[config.mk]
export PLATFORM = sky130hd
export DESIGN_NAME = tournament_chooser
export DESIGN_NICKNAME = d
export VERILOG_FILES = /design/src/rtl/tournament_chooser.sv
export SDC_FILE = /design/constraint.sdc
export NUM_CORES = 1
export LEC_CHECK = 0
export ABC_AREA = 1
export ABC_CLOCK_PERIOD_IN_PS = 3600
export BUFFER_PORTS_ARGS = -buffer_cell sky130_fd_sc_hd__buf_2
export CORE_UTILIZATION = 55
export CTS_CLUSTER_DIAMETER = 200
export CTS_CLUSTER_SIZE = 8
export DETAILED_ROUTE_END_ITERATION = 8
export GPL_ROUTABILITY_DRIVEN = 0
export PLACE_DENSITY = 0.72
export SLEW_MARGIN = 20
export SYNTH_ARGS = -nofsm -noshare
export SYNTH_HDL_FRONTEND = slang
export SYNTH_SLANG_ARGS = --single-unit
[constraint.sdc]
create_clock -name clk_i -period 3.6 [get_ports clk_i]
set_input_delay 0.54 -clock clk_i [delete_from_list [all_inputs] [get_ports clk_i]]
set_output_delay 0.54 -clock clk_i [all_outputs]
set_load 0.01 [all_outputs]
[src/rtl/tournament_chooser.sv]
// Tournament chooser: per-PC 2-bit saturating counters pick between a local
// and a global component prediction; an in-order FIFO of in-flight lookups
// trains the counters when branches resolve.
// Optional feature: define TOURNAMENT_CHOOSER_STATS_EN to add stat_mispred_o.
module tournament_chooser #(
    parameter int unsigned IDX_W      = 6,
    parameter int unsigned FIFO_DEPTH = 4
) (
    input  logic                          clk_i,
    input  logic                          reset_i,
    input  logic                          pred_v_i,
    input  logic [31:0]                   pred_pc_i,
    input  logic                          local_pred_i,
    input  logic                          global_pred_i,
    output logic                          pred_ready_o,
    output logic                          pred_v_o,
    output logic                          pred_taken_o,
    input  logic                          resolve_v_i,
    input  logic                          resolve_taken_i,
    input  logic                          flush_i,
    output logic [$clog2(FIFO_DEPTH):0]   inflight_o,
`ifdef TOURNAMENT_CHOOSER_STATS_EN
    output logic [15:0]                   stat_mispred_o,
`endif
    output logic                          resolve_err_o
);

    localparam int unsigned PW = $clog2(FIFO_DEPTH);
    localparam int unsigned CW = PW + 1;
    localparam int unsigned NCTR = 1 << IDX_W;

    logic [1:0]       ctr [NCTR];
    logic [IDX_W-1:0] fifo_idx [FIFO_DEPTH];
    logic             fifo_loc [FIFO_DEPTH];
    logic             fifo_glb [FIFO_DEPTH];
    logic             fifo_fin [FIFO_DEPTH];
    logic [PW-1:0]    wr_ptr;
    logic [PW-1:0]    rd_ptr;

    logic [IDX_W-1:0] idx;
    logic             final_pred;
    logic             push;
    logic             pop;
    logic [IDX_W-1:0] pop_idx;
    logic             pop_loc;
    logic             pop_glb;
    logic             unused_pc;

    assign idx        = pred_pc_i[IDX_W+1:2];
    assign unused_pc  = ^{pred_pc_i[31:IDX_W+2], pred_pc_i[1:0]};
    // Counter read uses the registered value; a same-cycle update is not forwarded.
    assign final_pred = ctr[idx][1] ? global_pred_i : local_pred_i;

    assign pred_ready_o = (inflight_o < CW'(FIFO_DEPTH));
    assign push    = pred_v_i & pred_ready_o & ~flush_i;
    assign pop     = resolve_v_i & (inflight_o != '0) & ~flush_i;
    assign pop_idx = fifo_idx[rd_ptr];
    assign pop_loc = fifo_loc[rd_ptr];
    assign pop_glb = fifo_glb[rd_ptr];

    // Control state: pointers, occupancy and registered outputs.
    always_ff @(posedge clk_i) begin
        if (reset_i) begin
            wr_ptr        <= '0;
            rd_ptr        <= '0;
            inflight_o    <= '0;
            pred_v_o      <= 1'b0;
            pred_taken_o  <= 1'b0;
            resolve_err_o <= 1'b0;
        end else begin
            pred_v_o      <= push;
            resolve_err_o <= resolve_v_i & (inflight_o == '0);
            if (push) begin
                pred_taken_o <= final_pred;
            end
            if (flush_i) begin
                wr_ptr     <= '0;
                rd_ptr     <= '0;
                inflight_o <= '0;
            end else begin
                if (push) wr_ptr <= wr_ptr + 1'b1;
                if (pop)  rd_ptr <= rd_ptr + 1'b1;
                inflight_o <= inflight_o + CW'(push) - CW'(pop);
            end
        end
    end

    // FIFO payload storage; contents are don't-care while not in flight.
    always_ff @(posedge clk_i) begin
        if (push) begin
            fifo_idx[wr_ptr] <= idx;
            fifo_loc[wr_ptr] <= local_pred_i;
            fifo_glb[wr_ptr] <= global_pred_i;
            fifo_fin[wr_ptr] <= final_pred;
        end
    end

    // Chooser training: only disagreeing components move the counter.
    always_ff @(posedge clk_i) begin
        if (reset_i) begin
            for (int i = 0; i < int'(NCTR); i++) begin
                ctr[i] <= 2'd1;
            end
        end else if (pop && (pop_loc != pop_glb)) begin
            if (pop_glb == resolve_taken_i) begin
                if (ctr[pop_idx] != 2'd3) ctr[pop_idx] <= ctr[pop_idx] + 2'd1;
            end else begin
                if (ctr[pop_idx] != 2'd0) ctr[pop_idx] <= ctr[pop_idx] - 2'd1;
            end
        end
    end

`ifdef TOURNAMENT_CHOOSER_STATS_EN
    // Saturating count of resolved branches whose final prediction was wrong.
    always_ff @(posedge clk_i) begin
        if (reset_i) begin
            stat_mispred_o <= '0;
        end else if (pop && (fifo_fin[rd_ptr] != resolve_taken_i) &&
                     (stat_mispred_o != 16'hFFFF)) begin
            stat_mispred_o <= stat_mispred_o + 16'd1;
        end
    end
`else
    logic unused_fin;
    assign unused_fin = fifo_fin[rd_ptr];
`endif

endmodule

==> report_table.html <==
<table>
<tr><th>Metric</th><th>Value</th></tr>
<tr><th colspan="2">Global route</th></tr>
<tr><td>First-pass GRT wire length</td><td>39900 µm</td></tr>
<tr><td>Via count of the first global-routing pass</td><td>7723</td></tr>
<tr><td>Antenna violations before repair</td><td>0</td></tr>
<tr><td>Maximum number of pins on one net before global-route repair</td><td>55</td></tr>
<tr><td>Overall global routing resource usage</td><td>29.3%</td></tr>
<tr><td>Residual overflow from global routing</td><td>0</td></tr>
<tr><th colspan="2">Hold path</th></tr>
<tr><td>Origin of the worst min-delay path</td><td>reset_i</td></tr>
<tr><td>Hold WC Path Type</td><td>input pin to flop</td></tr>
<tr><th colspan="2">Finish</th></tr>
<tr><td>Fill cells</td><td>1491</td></tr>
<tr><td>Ant. Diodes</td><td>0</td></tr>
<tr><td>Net total in the final layout</td><td>1263</td></tr>
<tr><td>Final std cell area, no fill</td><td>10500 µm²</td></tr>
<tr><td>Area added between synthesis and finish</td><td>8.90%</td></tr>
<tr><td>Proportion of layout cells with a drive suffix above 1</td><td>7.57%</td></tr>
<tr><th colspan="2">Drt</th></tr>
<tr><td>Post-DR wirelength/cell</td><td>17.4 µm</td></tr>
<tr><td>Routed metal-1 wirelength</td><td>10100 µm</td></tr>
<tr><td>Max Used Layer</td><td>met4</td></tr>
<tr><td>Residual DRC</td><td>0</td></tr>
<tr><td>Detailed Route WL</td><td>25300 µm</td></tr>
<tr><td>Vias/cell</td><td>5.73</td></tr>
<tr><td>Number of violations reported at the end of detailed-routing iteration 0</td><td>1094</td></tr>
<tr><td>Detail Route Antenna Nets</td><td>0</td></tr>
<tr><td>First drt pass iteration count</td><td>9</td></tr>
<tr><td>Met3 wirelength from detailed routing</td><td>2490 µm</td></tr>
<tr><td>Wire length on met2</td><td>11900 µm</td></tr>
<tr><td>Vias</td><td>8335</td></tr>
<tr><th colspan="2">Logic synthesis</th></tr>
<tr><td>Ranking of synthesized cells by instance count</td><td>sky130_fd_sc_hd__nand2_1 (437), sky130_fd_sc_hd__nor2_1 (193), sky130_fd_sc_hd__edfxtp_1 (160), sky130_fd_sc_hd__nand3_1 (109), sky130_fd_sc_hd__inv_1 (87)</td></tr>
<tr><td>Combined area of all synthesized cells</td><td>9670 µm²</td></tr>
<tr><td>Synth cell types</td><td>34</td></tr>
<tr><td>Area share of the leading cell type in the synthesized netlist</td><td>49.7%</td></tr>
<tr><td>Largest area contributor in the netlist</td><td>sky130_fd_sc_hd__edfxtp_1</td></tr>
<tr><td>Dominant cells by area after synthesis</td><td>sky130_fd_sc_hd__edfxtp_1 (50%), sky130_fd_sc_hd__nand2_1 (17%), sky130_fd_sc_hd__nor2_1 (7.5%), sky130_fd_sc_hd__nand3_1 (5.6%), sky130_fd_sc_hd__inv_1 (3.4%)</td></tr>
<tr><td>Fraction of synthesis flops using an asynchronous set or reset pin</td><td>0%</td></tr>
<tr><td>Total of warnings raised by yosys</td><td>0</td></tr>
<tr><td>Syn_nets</td><td>1268</td></tr>
<tr><td>Part of the Yosys area used for sequential elements</td><td>52.1%</td></tr>
<tr><td>Post-synthesis average cell area</td><td>7.92 µm²</td></tr>
<tr><td>EDFF count, synth</td><td>160</td></tr>
<tr><td>Commonest register cell after synthesis</td><td>sky130_fd_sc_hd__edfxtp_1</td></tr>
<tr><td>Number of storage elements in the synthesis netlist</td><td>172</td></tr>
<tr><td>Most instantiated library cell after synthesis</td><td>sky130_fd_sc_hd__nand2_1</td></tr>
<tr><td>Gate count of the mapped netlist</td><td>1221</td></tr>
<tr><th colspan="2">Timing</th></tr>
<tr><td>Time the worst path needs with I/O delays and setup</td><td>3.31 ns</td></tr>
<tr><td>Worst Max-Slew Pin Slew</td><td>0.870 ns</td></tr>
<tr><td>Worst Slack Setup Final</td><td>0.292 ns</td></tr>
<tr><td>Fraction of the cycle the final worst path needs</td><td>91.9%</td></tr>
<tr><td>Fmax</td><td>0.302 GHz</td></tr>
<tr><td>Setup tns final</td><td>0 ns</td></tr>
<tr><td>Final Slew Violations</td><td>0</td></tr>
<tr><td>Layout Skew</td><td>0.0104 ns</td></tr>
<tr><td>Number of endpoints with negative hold slack in the final report</td><td>0</td></tr>
<tr><td>Setup-violating endpoint count in the final report</td><td>0</td></tr>
<tr><td>Worst slew margin</td><td>41.8%</td></tr>
<tr><td>Setup repair after global routing missed its margin</td><td>false</td></tr>
<tr><th colspan="2">Power and ir drop</th></tr>
<tr><td>Share of total power consumed by net switching</td><td>25.7%</td></tr>
<tr><td>Clock share of power</td><td>39.1%</td></tr>
<tr><td>Power dissipated by switching net loads</td><td>0.00112 W</td></tr>
<tr><td>Power consumption</td><td>0.00435 W</td></tr>
<tr><td>Internal power component</td><td>0.00323 W</td></tr>
<tr><td>Static power due to leakage</td><td>4.33 nW</td></tr>
<tr><td>Part of the power in registers</td><td>51.3%</td></tr>
<tr><td>Combinational fraction of design power</td><td>9.6%</td></tr>
<tr><td>Ratio of total power to cell area</td><td>412 nW/µm²</td></tr>
<tr><td>Largest vdd supply drop</td><td>0.000393 V</td></tr>
<tr><th colspan="2">Floorplanning</th></tr>
<tr><td>Total Die Area</td><td>18100 µm²</td></tr>
<tr><td>Core Region</td><td>17200 µm²</td></tr>
<tr><td>Initial core utilization</td><td>56.1%</td></tr>
<tr><td>Ports</td><td>47</td></tr>
<tr><td>Rows</td><td>48</td></tr>
<tr><td>Die Span Y</td><td>135 µm</td></tr>
<tr><td>Chip Width</td><td>135 µm</td></tr>
<tr><th colspan="2">Run</th></tr>
<tr><td>Max-cap violations</td><td>0</td></tr>
<tr><th colspan="2">Clock tree</th></tr>
<tr><td>Number of H-tree branching levels</td><td>4</td></tr>
<tr><td>Clk sinks</td><td>172</td></tr>
<tr><td>Number of instances resized during post-cts repair</td><td>0</td></tr>
<tr><td>TritonCTS clock tree</td><td>built</td></tr>
<tr><td>Buffer depth of the longest clock path</td><td>2</td></tr>
<tr><td>Latest clock arrival within the worst-skew pair</td><td>0.44 ns</td></tr>
<tr><td>Post-CTS setup repair buffer count</td><td>0</td></tr>
<tr><td>Clock buffers created by TritonCTS</td><td>17</td></tr>
<tr><td>Worst-path clk slew</td><td>0.07 ns</td></tr>
<tr><td>Hold buffers post-CTS</td><td>0</td></tr>
<tr><td>Buffer cell driving the clock tree root</td><td>sky130_fd_sc_hd__clkbuf_16</td></tr>
<tr><th colspan="2">Setup path</th></tr>
<tr><td>Required time worst endpoint</td><td>3.78 ns</td></tr>
<tr><td>Endpoint kind of the worst setup timing path</td><td>flop</td></tr>
<tr><td>Category of the critical setup timing path</td><td>flop to flop</td></tr>
<tr><td>Critical Path Source Type</td><td>flop</td></tr>
<tr><td>Internal reg-to-reg setup slack</td><td>0.29 ns</td></tr>
<tr><td>Arrival time of data at the critical path endpoint</td><td>3.49 ns</td></tr>
<tr><td>Crit-path max FO</td><td>54</td></tr>
<tr><th colspan="2">Placed design</th></tr>
<tr><td>Input/output buffers</td><td>20</td></tr>
<tr><td>DP Worst Slack</td><td>0.299 ns</td></tr>
<tr><td>Post-detail-place hpwl</td><td>16200 µm</td></tr>
<tr><td>Post-Place Cell Area</td><td>10000 µm²</td></tr>
<tr><th colspan="2">Outcome</th></tr>
<tr><td>Status</td><td>finished, final reports clean</td></tr>
</table>
[cell type report]
cell class	count	area (µm²)	area share, %
Clock buffer	20	447	4.24
Multi-Input combinational cell	886	3940	37.4
Inverter	91	342	3.24
Tap cell	225	282	2.67
Sequential cell	172	5040	47.9
Timing Repair Buffer	48	398	3.78
Clock inverter	12	78.8	0.748
[per-layer routing]
metal	global-route usage, %	up-vias
li1	-	3979
met1	37.8	3838
met2	48.7	450
met3	5.07	68
met4	12.3	0
met5	0	-
[cell usage in the layout, fill, tap and decap left out, drive strengths merged]
cell / netlist / layout
o21ai: 50 / 50
ha: 6 / 6
nand3b: 37 / 37
or2: 3 / 3
clkinv: 0 / 1
nor2: 193 / 193
a21oi: 8 / 8
inv: 91 / 102
o22ai: 8 / 8
a32oi: 1 / 1
nor3b: 3 / 3
o221ai: 6 / 6
a211oi: 2 / 2
fa: 1 / 1
buf: 38 / 48
nand4: 2 / 2
nand2: 439 / 439
nand3: 112 / 112
nor3: 2 / 2
clkbuf: 34 / 20
dfxtp: 12 / 12
edfxtp: 160 / 160
xnor2: 3 / 3
o211ai: 9 / 9
a32o: 1 / 1
[flip-flops by register name, indices dropped and copies added, names as in the netlist, named ones only]
signal         flops
pred_taken_o       1
fifo_loc           4
ctr              128
fifo_glb           4
pred_v_o           1
rd_ptr             2
inflight_o         3
resolve_err_o      1
fifo_idx          24
wr_ptr             2
[per-stage QoR]
stage	std cells	hold slack (ns)	util, %
2_1_floorplan	1221	0.480	-
3_3_place_gp	1422	0.450	58.0
3_5_place_dp	1422	0.460	58.0
4_1_cts	1454	0.311	61.0
5_1_grt	1454	0.313	61.1
6_report	1454	0.312	61.1
[critical path: stages (launching register included)]
cell,delay (ns)
sky130_fd_sc_hd__dfxtp_1,0.35
sky130_fd_sc_hd__inv_2,0.22
sky130_fd_sc_hd__nand3_2,0.21
sky130_fd_sc_hd__nand2_8,0.22
sky130_fd_sc_hd__buf_4,0.30
sky130_fd_sc_hd__o21ai_0,0.14
sky130_fd_sc_hd__nand2_1,0.08
sky130_fd_sc_hd__nand2_1,0.06
sky130_fd_sc_hd__nand2_1,0.06
sky130_fd_sc_hd__nand2_1,0.06
sky130_fd_sc_hd__nand2_1,0.05
sky130_fd_sc_hd__nand2_1,0.06
sky130_fd_sc_hd__nor2_1,0.09
sky130_fd_sc_hd__nand2_1,0.12
sky130_fd_sc_hd__o21ai_0,0.30
sky130_fd_sc_hd__nand2_4,0.21
sky130_fd_sc_hd__buf_12,0.24
sky130_fd_sc_hd__nand2_1,0.12
sky130_fd_sc_hd__nand2_1,0.10
[worst paths after layout]
check,depth (start not counted),endpoint
setup / recovery,18,ctr[46][0]
hold / removal,2,resolve_err_o
setup reg to reg,18,ctr[46][0]
hold reg to reg,2,pred_taken_o
[power by group through the flow]
| stage | clock network (W) | registers, W | logic (W) |
|---|---|---|---|
| 2_1_floorplan | 0 | 0.00227 | 0.000261 |
| 3_3_place_gp | 0 | 0.00227 | 0.000403 |
| 3_5_place_dp | 0 | 0.00227 | 0.000408 |
| 4_1_cts | 0.00169 | 0.00223 | 0.000410 |
| 5_1_grt | 0.00177 | 0.00223 | 0.000455 |
| 6_report | 0.00170 | 0.00223 | 0.000417 |
[cells by family (layout without fill, tap and decap cells)]
family | after synthesis | in the layout | share of synthesized area, %
fa+ha+maj | 7 | 7 | 0.983
xor+xnor | 3 | 3 | 0.272
flops | 172 | 172 | 52.1
simple gates | 791 | 791 | 34.2
compound gates | 85 | 85 | 5.11
buf+inv | 163 | 171 | 7.31
Note: power is estimated with default switching activity, not from simulation.
